[config.mk]
export PLATFORM = sky130hd
export DESIGN_NAME = axi_stream_packer_flat
export DESIGN_NICKNAME = d
export VERILOG_FILES = /design/src/rtl/axi_stream_packer_if.sv /design/src/rtl/axi_stream_packer.sv /design/src/flat_wrapper.sv
export SDC_FILE = /design/constraint.sdc
export NUM_CORES = 1
export LEC_CHECK = 0
export CAP_MARGIN = 10
export CORE_MARGIN = 5
export CORE_UTILIZATION = 50
export CTS_BUF_LIST = sky130_fd_sc_hd__clkbuf_16
export CTS_CLUSTER_DIAMETER = 100
export DETAILED_ROUTE_END_ITERATION = 16
export DONT_BUFFER_PORTS = 1
export GPL_TIMING_DRIVEN = 1
export MAX_ROUTING_LAYER = met4
export PLACE_DENSITY_LB_ADDON = 0.15
export SYNTH_ARGS = -nofsm -noshare
export SYNTH_HDL_FRONTEND = slang
export SYNTH_SLANG_ARGS = --single-unit
[constraint.sdc]
create_clock -name aclk_i -period 1.43 [get_ports aclk_i]
set_input_delay 0.286 -clock aclk_i [delete_from_list [all_inputs] [get_ports aclk_i]]
set_output_delay 0.286 -clock aclk_i [all_outputs]
set_load 0.02 [all_outputs]
[src/rtl/axi_stream_packer_if.sv]
// Handshake bundle for axi_stream_packer.
// The upstream beat port, the packed-word port and, when AXI_PACK_FLUSH_EN is
// defined, the flush request. The signal names are given from the packer's
// point of view. The "slave" modport is the packer. The "master" modport is
// whatever drives the packer from both sides.
interface axi_stream_packer_if #(
  parameter int DWIDTH = 8,
  parameter int RATIO  = 4
);
  logic                      valid_i;
  logic                      ready_o;
  logic [DWIDTH-1:0]         data_i;
  logic                      valid_o;
  logic                      ready_i;
  logic [DWIDTH*RATIO-1:0]   data_o;
  logic [RATIO-1:0]          keep_o;
`ifdef AXI_PACK_FLUSH_EN
  logic                      flush_i;

  modport slave (
    input  valid_i, data_i, ready_i, flush_i,
    output ready_o, valid_o, data_o, keep_o
  );

  modport master (
    output valid_i, data_i, ready_i, flush_i,
    input  ready_o, valid_o, data_o, keep_o
  );
`else
  modport slave (
    input  valid_i, data_i, ready_i,
    output ready_o, valid_o, data_o, keep_o
  );

  modport master (
    output valid_i, data_i, ready_i,
    input  ready_o, valid_o, data_o, keep_o
  );
`endif
endinterface

[src/rtl/axi_stream_packer.sv]
// axi_stream_packer: packs RATIO consecutive DWIDTH-bit beats into one
// little-endian DWIDTH*RATIO-bit word. Lane 0 holds the first beat.
// The output port (valid/data/keep) is registered.
// Only the completing beat can be stalled by a busy output register.
// Optional feature macro AXI_PACK_FLUSH_EN: a flush_i request emits a partial
// word. Unused lanes are zero and keep_o marks the filled lanes.
module axi_stream_packer #(
  parameter int DWIDTH = 8,
  parameter int RATIO  = 4
) (
  input  logic                aclk_i,
  input  logic                areset_i,
  axi_stream_packer_if.slave  bus
);

  localparam int            CW   = (RATIO > 2) ? $clog2(RATIO) : 1;
  localparam int            WW   = DWIDTH * RATIO;
  localparam logic [CW-1:0] LAST = CW'(RATIO - 1);

  // Lane RATIO-1 is never stored. The completing beat goes straight to the
  // output register.
  logic [DWIDTH*(RATIO-1)-1:0] r_acc;
  logic [CW-1:0]               r_cnt;
  logic                        r_valid;
  logic [WW-1:0]               r_data;
  logic [RATIO-1:0]            r_keep;

  logic                        w_free;
  logic                        w_last;
  logic                        w_ready;
  logic                        w_acc;
  logic                        w_complete;
  logic                        w_load;
  logic [WW-1:0]               w_load_data;
  logic [RATIO-1:0]            w_load_keep;

`ifdef AXI_PACK_FLUSH_EN
  logic                        r_pend;
  logic                        w_req;
  logic                        w_flush_load;
  logic                        w_pend_next;
  logic [WW-1:0]               w_part_data;
  logic [RATIO-1:0]            w_part_keep;
`endif

  // Handshake decode and selection of the word to load into the output register.
  always_comb begin
    w_free      = ~r_valid | bus.ready_i;
    w_last      = (r_cnt == LAST);
`ifdef AXI_PACK_FLUSH_EN
    w_req       = bus.flush_i | r_pend;
    // A request that is waiting for the output also blocks new beats. This
    // stops the partial word from growing while it waits for the output.
    w_ready     = (~w_last | w_free) & ~(w_req & ~w_free);
`else
    w_ready     = ~w_last | w_free;
`endif
    w_acc       = bus.valid_i & w_ready;
    w_complete  = w_acc & w_last;
    w_load      = w_complete;
    w_load_data = {bus.data_i, r_acc};
    w_load_keep = '1;
`ifdef AXI_PACK_FLUSH_EN
    w_part_data = '0;
    w_part_keep = '0;
    // Without a completing beat, a filled lane index is at most RATIO-2.
    // So the top lane of a partial word is always empty.
    for (int j = 0; j < RATIO - 1; j++) begin
      if (j < int'(r_cnt)) begin
        w_part_data[j*DWIDTH +: DWIDTH] = r_acc[j*DWIDTH +: DWIDTH];
        w_part_keep[j]                  = 1'b1;
      end else if (w_acc && (j == int'(r_cnt))) begin
        w_part_data[j*DWIDTH +: DWIDTH] = bus.data_i;
        w_part_keep[j]                  = 1'b1;
      end
    end
    w_flush_load = w_req & ((r_cnt != '0) | w_acc) & ~w_complete & w_free;
    // The request is dropped when it is served, when a full word overtakes it,
    // or when there is nothing to flush.
    w_pend_next  = w_req & ~(w_complete | w_flush_load |
                             ((r_cnt == '0) & ~w_acc));
    if (w_flush_load) begin
      w_load      = 1'b1;
      w_load_data = w_part_data;
      w_load_keep = w_part_keep;
    end
`endif
  end

  // Lane counter and accumulator: each accepted beat fills the next lane.
  // Any word load restarts the counter at lane 0.
  always_ff @(posedge aclk_i) begin
    if (areset_i) begin
      r_cnt <= '0;
      r_acc <= '0;
    end else if (w_load) begin
      r_cnt <= '0;
    end else if (w_acc) begin
      r_cnt <= r_cnt + CW'(1);
      for (int j = 0; j < RATIO - 1; j++) begin
        if (r_cnt == CW'(j)) r_acc[j*DWIDTH +: DWIDTH] <= bus.data_i;
      end
    end
  end

  // Output register. A load wins over the handshake, so a back-to-back word
  // replaces the old one without a bubble.
  always_ff @(posedge aclk_i) begin
    if (areset_i) begin
      r_valid <= 1'b0;
      r_data  <= '0;
      r_keep  <= '0;
    end else if (w_load) begin
      r_valid <= 1'b1;
      r_data  <= w_load_data;
      r_keep  <= w_load_keep;
    end else if (r_valid && bus.ready_i) begin
      r_valid <= 1'b0;
    end
  end

`ifdef AXI_PACK_FLUSH_EN
  // Flush request that is held until the output register can take the partial word.
  always_ff @(posedge aclk_i) begin
    if (areset_i) r_pend <= 1'b0;
    else          r_pend <= w_pend_next;
  end
`endif

  assign bus.ready_o = w_ready;
  assign bus.valid_o = r_valid;
  assign bus.data_o  = r_data;
  assign bus.keep_o  = r_keep;

endmodule

[src/flat_wrapper.sv]
// flat-port wrapper written by rule: the top's interface ports become plain ports
module axi_stream_packer_flat 
#(
  parameter int DWIDTH = 8,
  parameter int RATIO  = 4
)
  (aclk_i, areset_i, bus_valid_i, bus_data_i, bus_ready_i, bus_ready_o, bus_valid_o, bus_data_o, bus_keep_o);
  axi_stream_packer_if #(.DWIDTH(DWIDTH), .RATIO(RATIO)) bus_i ();
  input  logic aclk_i;
  input  logic areset_i;
  input wire logic [$bits(bus_i.valid_i)-1:0] bus_valid_i;
  input wire logic [$bits(bus_i.data_i)-1:0] bus_data_i;
  input wire logic [$bits(bus_i.ready_i)-1:0] bus_ready_i;
  output wire logic [$bits(bus_i.ready_o)-1:0] bus_ready_o;
  output wire logic [$bits(bus_i.valid_o)-1:0] bus_valid_o;
  output wire logic [$bits(bus_i.data_o)-1:0] bus_data_o;
  output wire logic [$bits(bus_i.keep_o)-1:0] bus_keep_o;
  assign bus_i.valid_i = bus_valid_i;
  assign bus_i.data_i = bus_data_i;
  assign bus_i.ready_i = bus_ready_i;
  assign bus_ready_o = bus_i.ready_o;
  assign bus_valid_o = bus_i.valid_o;
  assign bus_data_o = bus_i.data_o;
  assign bus_keep_o = bus_i.keep_o;
  axi_stream_packer #(.DWIDTH(DWIDTH), .RATIO(RATIO)) u_core (.aclk_i(aclk_i), .areset_i(areset_i), .bus(bus_i));
endmodule
* After elaboration in Yosys (flattened, before gate mapping)
Index checks and enable logic that the tools add are counted.
Storage, ports and cells: memory bits (read-only) 0, RAM bits 0, memories 0, logic and storage cells 27, register bits 60, latch bits 0
Cells by class: reduce and logical (&&, ||, !) cells 7, bitwise gates (word level) 7, muxes and demuxes 2, equal/unequal tests 3, multipliers 0, divide/modulo/power cells 0, $lt $le $gt $ge 0, shift operators 0, $add $sub $neg 1
Operator list (count):
- AND reduction 3 bit | 3
- == test 2 bit (second input constant) | 2
- inverter 1 bit | 3
- adder 2 x 1 -> 2 bit (second input constant) | 1
- bitwise AND 1 bit | 2
- == test 2 x 1 -> 1 bit (second input constant) | 1
- zero test 2 bit | 1
- 2-to-1 mux 1 bit | 2
- OR 1 bit | 2
- nonzero test 2 bit | 1
- OR reduction 2 bit | 1
- logical AND 1 bit | 1

* Logic depth before layout (Yosys ltp)
Gate-level depths: netlist (run 1).
depth after elaboration 7, mapped depth 6, depth with buffers taken out 4

* Least setup slack after synthesis (run 1)
Ideal clock, no wire load.
path kind flip-flop to flip-flop, from reg u_core.r_cnt[0], to reg u_core.r_acc[16], buffers on the path 1, cell stages (with the launch flop) 6, period minus slack after synthesis 1.351 ns, slack 0.079 ns, setup time 0.120 ns, data arrival time 1.230 ns, cell sequence dfxtp_1 > ha_1 > nand3b_4 > and3_4 > buf_6 > mux2i_1
Between the ends: cells in the longest elaborated chain, start to end 7, elaborated cells on any way between the ends 8, classes of those cells 2 x eq/ne; 5 x bitwise; 1 x reduce/logical
Ends and longest elaborated chain:
- from (decl) | RTL line axi_stream_packer.sv:23 | logic [CW-1:0] r_cnt;
- from (signal assigned) | RTL line axi_stream_packer.sv:99 | r_cnt <= r_cnt + CW'(1);
- == test 2 bit * | RTL line axi_stream_packer.sv:49 | w_last = (r_cnt == LAST);
- inverter 1 bit * | RTL line axi_stream_packer.sv:56 | w_ready = ~w_last | w_free;
- OR 1 bit * | RTL line axi_stream_packer.sv:56
- net bus_ready_o | RTL line flat_wrapper.sv:14 | output wire logic [$bits(bus_i.ready_o)-1:0] bus_ready_o;
- bitwise AND 1 bit * | RTL line axi_stream_packer.sv:58 | w_acc = bus.valid_i & w_ready;
- bitwise AND 1 bit | RTL line axi_stream_packer.sv:59 | w_complete = w_acc & w_last;
- inverter 1 bit (no line)
- AND reduction 3 bit (no line) *
- to (signal, indexed assignment) | RTL line axi_stream_packer.sv:101 | if (r_cnt == CW'(j)) r_acc[j*DWIDTH +: DWIDTH] <= bus.data_i;
- to (decl) | RTL line axi_stream_packer.sv:22 | logic [DWIDTH*(RATIO-1)-1:0] r_acc;
Mark *: on every way through the listed nets, which the timed path passes. The rest lies on a longest branch. A chain may end at the register's enable or synchronous reset.

* Worst setup path in the final report (run 1)
from reg u_core.r_cnt[0], to out bus_ready_o
Between the ends: cells in the longest elaborated chain, start to end 3
Ends and longest elaborated chain (RTL line):
- == test 2 bit | axi_stream_packer.sv:49
- inverter 1 bit | axi_stream_packer.sv:56
- OR 1 bit | axi_stream_packer.sv:56
- to (decl) | flat_wrapper.sv:14
Every way passes these cells.

==> results of run 1 <==
sequential cells by signal, summed over array words and instances, names as in the netlist:
register / flops
u_core.bus.keep_o: 1
u_core.bus.valid_o: 1
u_core.r_acc: 24
u_core.r_cnt: 2
u_core.bus.data_o: 32
worst paths after layout:
path	startpoint	end	slack (ns)	cells after the start
hold / removal	areset_i	u_core.bus.data_o[7]	0.03	1
setup / recovery	u_core.r_cnt[0]	bus_ready_o	0.06	3
hold reg to reg	u_core.r_acc[10]	u_core.bus.data_o[10]	0.46	2
setup reg to reg	u_core.r_cnt[0]	u_core.r_acc[16]	0.11	5
area by class of cell:
type / instances / share of cell area, %
tap: 54 / 2.488
clock buffer: 9 / 8.295
inverter: 3 / 0.4147
timing repair buffer: 13 / 4.194
multi-input combinational: 172 / 38.16
clock inverter: 7 / 1.935
sequential: 60 / 44.52
through the flow:
| step | hold slack (ns) | utilization (%) | area, um^2 |
|---|---|---|---|
| final | 0.03063 | 57.87 | 2715 |
| after CTS | 0.02040 | 57.55 | 2700 |
| after global placement | 0.3586 | 51.12 | 2399 |
| after global routing | 0.01188 | 57.87 | 2715 |
| after floorplan | 0.4337 | - | 2414 |
| after detailed placement | 0.3603 | 51.12 | 2399 |
worst max-delay path, stage by stage (launching register included):
cell and delay, ns:
dfxtp_4 0.37, ha_4 0.16, nand3b_4 0.09, buf_6 0.14
Yosys cell counts, drive strengths merged:
cell type,n,area (um^2)
dfxtp,60,1201
a21oi,34,170.2
nand2,34,127.6
nand3,34,180.2
o21ai,32,160.2
mux2i,24,240.2
buf,15,112.6
clkbuf,11,65.06
ha,4,50.05
a31o,2,17.52
inv,2,7.510
and2,1,7.510
and2b,1,7.510
and3,1,11.26
and4bb,1,12.51
clkinv,1,3.750
nand2b,1,6.260
nand3b,1,20.02
nor2,1,3.750
nor4b,1,8.760
power by group through the flow:
stage	clock network [mW]	registers, mW	logic (mW)
final	1.99	1.75	0.154
after global routing	2.12	1.75	0.172
after CTS	2.02	1.75	0.156
after detailed placement	0	1.78	0.154
after global placement	0	1.78	0.152
after floorplan	0	1.77	0.146
cells by family (layout without fill, tap and decap cells):
| group | Yosys count | in the layout |
|---|---|---|
| compound gates | 68 | 68 |
| simple gates | 76 | 76 |
| mux | 24 | 24 |
| buf+inv | 29 | 32 |
| flops | 60 | 60 |
| fa+ha+maj | 4 | 4 |
per-layer routing:
layer  share of wire (%)  wire length [um]  vias up  GRT usage (%)
li1                    -                 -      902              -
met2                  46              2403       52          26.29
met1                  45              2399      846          24.24
met3                 7.2               380        7          7.223
met4                 1.7                92        0          8.247
met5                   0                 0        -              -
what timing repair did:
action | in CTS | in global routing
setup buffers | 0 | 2
gates resized for setup | 7 | 0
pin swaps | 1 | 0
setup endpoints to repair | 7 | 1
placed cells by master (no fill, tap or decap):
cell,Yosys,routed
dfxtp_4,0,2
buf_6,4,1
clkbuf_16,0,9
and2b_1,1,1
nand2b_1,1,1
and3_4,1,1
a21oi_1,34,34
nor2_1,1,1
and4bb_2,1,1
bufinv_16,0,1
nand2_1,34,34
nand3_2,2,2
ha_1,4,3
mux2i_1,24,24
dfxtp_1,60,58
nand3_1,32,32
buf_4,5,11
buf_12,0,1
o21ai_0,32,32
inv_1,2,6
nor4b_1,1,1
clkinv_1,1,3
and2_2,1,1
ha_4,0,1
nand3b_4,1,1
a31o_2,2,2
==> flow_metrics.tcl, run 1 <==
set metrics [dict create \
    path_max_fanout 5 \
    nNetsFinal 275 \
    vdd_ir_drop_max_mv 0.8475 \
    stdcell_count 318 \
    n_antenna_cell 0 \
    antenna_found_initial 0 \
    routed_wl_um 5276 \
    totalPowerFinal_mw 3.893 \
    fp.dieArea_mm2 0.006316 \
    pwr-share-clk_pct 51.1 \
    first_iter_violations 175 \
    fin_tns_setup_ns 0 \
    wl_per_cell_um 16.59 \
    synth-compound-area-share_pct 14.41 \
    grt_setup_unrepaired "no" \
    hp-class "in2reg" \
    drv_cap 0 \
    synthDistinctLibCells 25 \
    max_slew_margin_pct 76.00 \
    synthCells 261 \
    cts_sinks 60 \
    cts_tree "done" \
    finalMaxSlewViolations 0 \
    die_w_um 79.48 \
    dp_hpwl_um 3374 \
    area_delta_synth_final_pct 12.49 \
    tightest_slew_ns 0.3600 \
    multiInputGateArea_mm2 0.001036 \
    seqCellArea_mm2 0.001209 \
    port_buffers 0 \
    start_kind "flip-flop" \
    clk_latency_ns 0.32 \
    synth_nets 277 \
    fin_crit_ns 1.375 \
    grt_use_total_pct 18.87 \
    grt_pass1_wl_um 8790 \
    path_class "reg2out" \
    setup_ws_ns 0.05518 \
    overflow 0 \
    yosys.area_share.adder_pct 2.074 \
    syn_area_mm2 0.002414 \
    setup_viol 0 \
    grt_max_degree 38 \
    p_int_mw 3.089 \
    clkTransAtPathRegs_ns 0.05 \
    post-route-period-util_pct 96.14 \
    seqPwrFrac_pct 44.9 \
    finClkSkew_ns 0.004518 \
    switchingPower_mw 0.8037 \
    core_area_mm2 0.004692 \
    dr.pass1.iters 4 \
    status "complete, no violations" \
    yosys_warnings 0 \
    synth.area.mux_share_pct 9.953 \
    cts.path.max_buffers 2 \
    antenna_left 0 \
    numCtsBuffers 9 \
    routabilityCongestion 0.7476 \
    place_inst 300 \
    clock.fmax_mhz 727.4 \
    endpoint_kind "primary output" \
    arrival_ns 1.09 \
    power_density_mw_per_mm2 1434 \
    viasPerCell 5.682 \
    ys_ff_latch 60 \
    vias 1807 \
    p_comb_share_pct 4.0 \
    fp.dieH_um 79.48 \
    n_fill_cell 436 \
    synth.avg_cell_area_um2 9.247 \
    holdBufCountCts 0 \
    rows 25 \
    cts-htree-levels 3 \
    pre_cts_ws_ns -0.04046 \
    power_leakage_nw 1.063 \
    pin_count 50 \
    ys_seq_area_share_pct 49.77 \
    first_global_vias 1749 \
    root_buffer "clkbuf_16" \
    crit_required_ns 1.14 \
    swShare_pct 20.64 \
    synth_top_family_by_area "simple AND/OR/NAND/NOR gates" \
    finalHoldViolCount 0 \
    drive_gt1_share_pct 12.88 \
    yosys.area_share.simple_pct 15.97 \
    drcViolationCount 0 \
    synth_xor_area_share_pct 0 \
    start_util_pct 51.44 \
]
No activity file was read; power rests on OpenSTA's default activity.
==> run 2: changes to the inputs <==
--- a/config.mk
+++ b/config.mk
@@ -18,3 +18,4 @@
 export SYNTH_ARGS = -nofsm -noshare
 export SYNTH_HDL_FRONTEND = slang
 export SYNTH_SLANG_ARGS = --single-unit
+export TNS_END_PERCENT = 50
==> results of run 2 <==
No change in the layout: final DEF, timing and power equal those of run 1.
